==> src/rtl/valid_position_tracker.sv <==
// valid_position_tracker
// Receives the delayed pixel-valid stream at the end of the descriptor pipeline.
// Each valid pixel gets a raster (x,y) position, an interior flag (its patch
// fits inside the image), end-of-line / end-of-frame marks and a frame count.
// Outputs are registered and describe the counters before they advance.
//
//   state | meaning
//   IDLE  | waiting for the first pixel (0,0) of a frame
//   RUN   | inside a frame, until pixel (W-1,H-1) is taken
module valid_position_tracker #(
  parameter int W      = 640,
  parameter int H      = 480,
  parameter int BX     = 10,
  parameter int BY     = 9,
  parameter int BORDER = 15
) (
  input  logic          clk,
  input  logic          rst_n,
  input  logic          clr,
  input  logic          val_in,
  output logic          val_out,
  output logic [BX-1:0] x_out,
  output logic [BY-1:0] y_out,
  output logic          inner_out,
  output logic          eol_out,
  output logic          eof_out,
  output logic          busy_out,
  output logic [7:0]    frm_cnt
);

  typedef enum logic {IDLE = 1'b0, RUN = 1'b1} state_e;

  localparam logic [BX-1:0] X_LAST = BX'(W - 1);
  localparam logic [BY-1:0] Y_LAST = BY'(H - 1);
  localparam logic [BX-1:0] X_LO   = BX'(BORDER);
  localparam logic [BX-1:0] X_HI   = BX'(W - 1 - BORDER);
  localparam logic [BY-1:0] Y_LO   = BY'(BORDER);
  localparam logic [BY-1:0] Y_HI   = BY'(H - 1 - BORDER);

  state_e        state_q, state_d;
  logic [BX-1:0] x_q, x_d;
  logic [BY-1:0] y_q, y_d;
  logic [7:0]    frm_q, frm_d;
  logic          val_q, val_d;
  logic [BX-1:0] xo_q, xo_d;
  logic [BY-1:0] yo_q, yo_d;
  logic          inner_q, inner_d;
  logic          eol_q, eol_d;
  logic          eof_q, eof_d;

  logic take;
  logic last_x;
  logic last_y;
  logic inner_now;

  // clr wins over val_in, so a pixel arriving with clr is never counted
  assign take      = val_in && !clr;
  assign last_x    = (x_q == X_LAST);
  assign last_y    = (y_q == Y_LAST);
  assign inner_now = (x_q >= X_LO) && (x_q <= X_HI) && (y_q >= Y_LO) && (y_q <= Y_HI);

  // next-state: frame FSM, raster counters, frame counter and output flags
  always_comb begin
    state_d = state_q;
    x_d     = x_q;
    y_d     = y_q;
    frm_d   = frm_q;
    val_d   = take;
    xo_d    = xo_q;
    yo_d    = yo_q;
    inner_d = 1'b0;
    eol_d   = 1'b0;
    eof_d   = 1'b0;

    if (clr) begin
      state_d = IDLE;
      x_d     = '0;
      y_d     = '0;
    end else if (val_in) begin
      xo_d    = x_q;
      yo_d    = y_q;
      inner_d = inner_now;
      eol_d   = last_x;
      eof_d   = last_x && last_y;

      case (state_q)
        IDLE:    state_d = RUN;
        RUN:     state_d = RUN;
        default: state_d = IDLE;
      endcase

      if (last_x) begin
        x_d = '0;
        if (last_y) begin
          y_d     = '0;
          frm_d   = frm_q + 8'd1;
          state_d = IDLE;
        end else begin
          y_d = y_q + BY'(1);
        end
      end else begin
        x_d = x_q + BX'(1);
      end
    end
  end

  // state and output registers
  always_ff @(posedge clk or negedge rst_n) begin
    if (!rst_n) begin
      state_q <= IDLE;
      x_q     <= '0;
      y_q     <= '0;
      frm_q   <= '0;
      val_q   <= 1'b0;
      xo_q    <= '0;
      yo_q    <= '0;
      inner_q <= 1'b0;
      eol_q   <= 1'b0;
      eof_q   <= 1'b0;
    end else begin
      state_q <= state_d;
      x_q     <= x_d;
      y_q     <= y_d;
      frm_q   <= frm_d;
      val_q   <= val_d;
      xo_q    <= xo_d;
      yo_q    <= yo_d;
      inner_q <= inner_d;
      eol_q   <= eol_d;
      eof_q   <= eof_d;
    end
  end

  assign val_out   = val_q;
  assign x_out     = xo_q;
  assign y_out     = yo_q;
  assign inner_out = inner_q;
  assign eol_out   = eol_q;
  assign eof_out   = eof_q;
  assign busy_out  = (state_q == RUN);
  assign frm_cnt   = frm_q;

endmodule

==> config.mk <==
export PLATFORM = sky130hd
export DESIGN_NAME = valid_position_tracker
export DESIGN_NICKNAME = d
export VERILOG_FILES = /design/src/rtl/valid_position_tracker.sv
export SDC_FILE = /design/constraint.sdc
export NUM_CORES = 1
export LEC_CHECK = 0
export CELL_PAD_IN_SITES_DETAIL_PLACEMENT = 1
export CELL_PAD_IN_SITES_GLOBAL_PLACEMENT = 1
export CORE_AREA = 2 2 78 80
export DETAILED_ROUTE_END_ITERATION = 10
export DIE_AREA = 0 0 80 82
export PLACE_DENSITY = 0.93
export SKIP_CTS_REPAIR_TIMING = 1
export SLEW_MARGIN = 20
export SYNTH_ARGS = -nofsm -noshare
export SYNTH_HDL_FRONTEND = slang
export SYNTH_SLANG_ARGS = --single-unit
==> constraint.sdc <==
create_clock -name clk -period 5.45 [get_ports clk]
set_input_delay 1.09 -clock clk [delete_from_list [all_inputs] [get_ports clk]]
set_output_delay 1.09 -clock clk [all_outputs]
set_load 0.05 [all_outputs]
==> impl_metrics.csv <==
group,metric,value,unit
route,viasPerCell,5.69,
final_layout,drive_gt1_frac,0.0687,
yosys,synth_top_family_by_area,"simple AND/OR/NAND/NOR gates",
route,wl_met2,3090,um
run,drv_cap,0,
clock_network,cts_tree,"done",
place,place_hpwl,4270,um
yosys,ys_seq_area_frac,0.519,
global_route,grt_max_degree,52,
yosys,yosysWarningCount,0,
sta,post-route-period-util,0.579,
die,dieArea,0.00656,mm2
global_route,overflow,0,
clock_network,clockBufferDepth,2,
yosys,synthXorXnorAreaFrac,0.0534,
route,wl_met1,2610,um
route,drt_iter0_drc,98,
pwr,finalPower,681,uW
sta,slew_headroom,0.524,
sta,tightest_slew,0.713,ns
clock_network,htree_levels,2,
die,core-area,0.00575,mm2
worst_setup_path,r2r_cells,5,
route,drtPass1Iterations,4,
yosys,synth_fp_nets,268,
global_route,grt_pass1_vias,2115,
min_path,min_from,"x_out[9]",
worst_setup_path,cp-startpoint,"val_in",
final_layout,fin_util,0.513,
yosys,yosys_register_bits,51,
global_route,grtUsageTotal,0.203,
worst_setup_path,criticalPathCategory,"in2reg",
die,die_h,82,um
worst_setup_path,end_kind,"register",
global_route,antenna_found_initial,0,
die,io_pins,36,
route,wire_per_inst,16.6,um
sta,min_period,3.16,ns
route,top_layer,"met4",
pwr,peakVddDrop,0.117,mV
die,fp-row-count,28,
worst_setup_path,cp_data_arrival_time,3.39,ns
clock_network,numCtsBuffers,5,
final_layout,antenna_cells,0,
yosys,synth_cells,259,
sta,fin_skew,0.00435,ns
yosys,ys.flop_type,"dfrtp_1",
clock_network,clkSlewWorstSetupHoldPaths,0.09,ns
sta,max_freq,317,MHz
yosys,yosys.area.top_type_share,0.519,
yosys,synth.mux.area_fraction,0.0137,
yosys,ys_top_cells_by_area,"dfrtp_1, nand2_1, xnor2_1, nand4_1, nand3_1",
yosys,yosysTopAreaCell,"dfrtp_1",
yosys,yosys.area_share.simple,0.285,
worst_setup_path,required,5.69,ns
place,dp.cells,359,
min_path,hp-class,"reg2reg",
sta,setup_tns,0,ns
yosys,synth_adder_area_share,0.0254,
sta,rsz0062_at_grt,"false",
worst_setup_path,path_max_fanout,21,
final_layout,nets,300,
yosys,synth_edf_count,0,
die,die-width,80,um
pwr,leakage,0.00136,uW
route,drt-total-wl,6060,um
min_path,hold_depth,2,
yosys,synth-compound-area-share,0.0611,
global_route,grt_pass1_wl,10300,um
route,vias,2081,
worst_setup_path,crit_path_start_kind,"input port",
place,place_congestion,0.838,
clock_network,cts_root_buf,"clkbuf_8",
sta,timing.final.max_slew_violations,0,
clock_network,cts_sinks,51,
sta,setup_viol,0,
place,portBuffers,35,
route,drc_errors,0,
final_layout,area_growth,19.9,%
yosys,async_flop_share,1.00,
pwr,p_per_area,231,mW/mm2
worst_setup_path,r2r_start,"y_q[0]",
yosys,syn_area,0.00246,mm2
final_layout,stdcell_count,366,
route,met3_wirelength,257,um
die,start_util,0.428,
clock_network,clk_latency,0.31,ns
route,ant_nets,0,
status,outcome,"completed",
yosys,syn_area_per_cell,9.49,um2
yosys,synth_cell_type_count,39,
sta,hold_violations,0,
## layout by cell type (no fill, tap or decap), types with 2 or more instances in the layout
cell and count:
nor2_1 17, nand2_1 57, nor2b_1 2, o21ai_0 12
nand3_1 13, mux2_2 3, nor3_1 7, ha_1 5
buf_4 3, xor2_1 6, a21oi_1 10, or4_1 5
nand2b_1 3, nand4_1 12, nor3b_1 2, inv_1 9
xnor2_1 9, and3_1 5, dfrtp_1 51, clkbuf_8 5
nor4_1 4, clkdlybuf4s50_1 34
## Yosys cell counts, types with 2 or more instances
library cell / number
nand2_1: 57
dfrtp_1: 51
nor2_1: 17
nand3_1: 13
nand4_1: 12
o21ai_0: 12
a21oi_1: 10
inv_1: 9
xnor2_1: 9
nor3_1: 7
clkbuf_1: 6
xor2_1: 6
and3_1: 5
ha_1: 5
or4_1: 5
nor4_1: 4
buf_6: 3
mux2_2: 3
nand2b_1: 3
nor2b_1: 2
nor3b_1: 2
## path summary, 6_finish.rpt
kind,endpoint,slack (ns)
min in group asynchronous,x_out[3],0.79
max reg2reg,y_q[5],3.46
max,frm_cnt[6],2.29
max in group asynchronous,y_out[3],4.22
min reg2reg,x_out[9],0.48
min,x_out[9],0.48
## registers in the layout, summed over array words and instances, names as in the netlist, 8 cells and up
register  flops
y_q           9
y_out         9
x_out        10
x_q          10
frm_cnt       8
## routing by layer
| layer | GRT usage | vias up |
|---|---|---|
| li1 | - | 951 |
| met1 | 0.258 | 1067 |
| met2 | 0.354 | 52 |
| met3 | 0.0297 | 11 |
| met4 | 0.0729 | 0 |
| met5 | 0 | - |
## logic make-up (layout without fill, tap and decap cells)
| family | Yosys count | count (layout) |
|---|---|---|
| compound gates | 27 | 27 |
| xor+xnor | 15 | 15 |
| fa+ha+maj | 5 | 5 |
| buf+inv | 21 | 53 |
| flops | 51 | 51 |
| mux | 3 | 3 |
| simple gates | 137 | 137 |
## power breakdown
| part | total (uW) | switching (uW) | leakage [uW] | internal [uW] |
|---|---|---|---|---|
| registers | 384 | 2.86 | 0.000708 | 382 |
| clock network | 254 | 120 | 0.0000513 | 135 |
| logic | 42.7 | 32.2 | 0.000601 | 10.6 |
## cell type report
cell class / instances / area (um2)
fill: 679 / 2800
clock buffer: 6 / 72.6
clock inverter: 1 / 30.0
multi-input combinational: 187 / 1080
sequential: 51 / 1280
timing repair buffer: 37 / 363
tap: 75 / 93.8
inverter: 9 / 33.8
## per-stage QoR
step / cell area, um2 / setup WS (ns) / hold slack [ns]
after floorplan: 2460 / 3.29 / 0.487
after global placement: 2840 / 2.14 / 0.459
after detailed placement: 2840 / 1.93 / 0.462
after CTS: 2950 / 2.28 / 0.483
after global routing: 2950 / 2.10 / 0.504
final: 2950 / 2.29 / 0.476
## critical path, stage by stage
cell and delay, ns:
clkdlybuf4s50_1 0.83, nand2b_1 0.26, inv_1 0.59, nand2_1 0.17
nor4_1 0.27, xor2_1 0.17
Note: power is estimated with default switching activity, not from simulation.
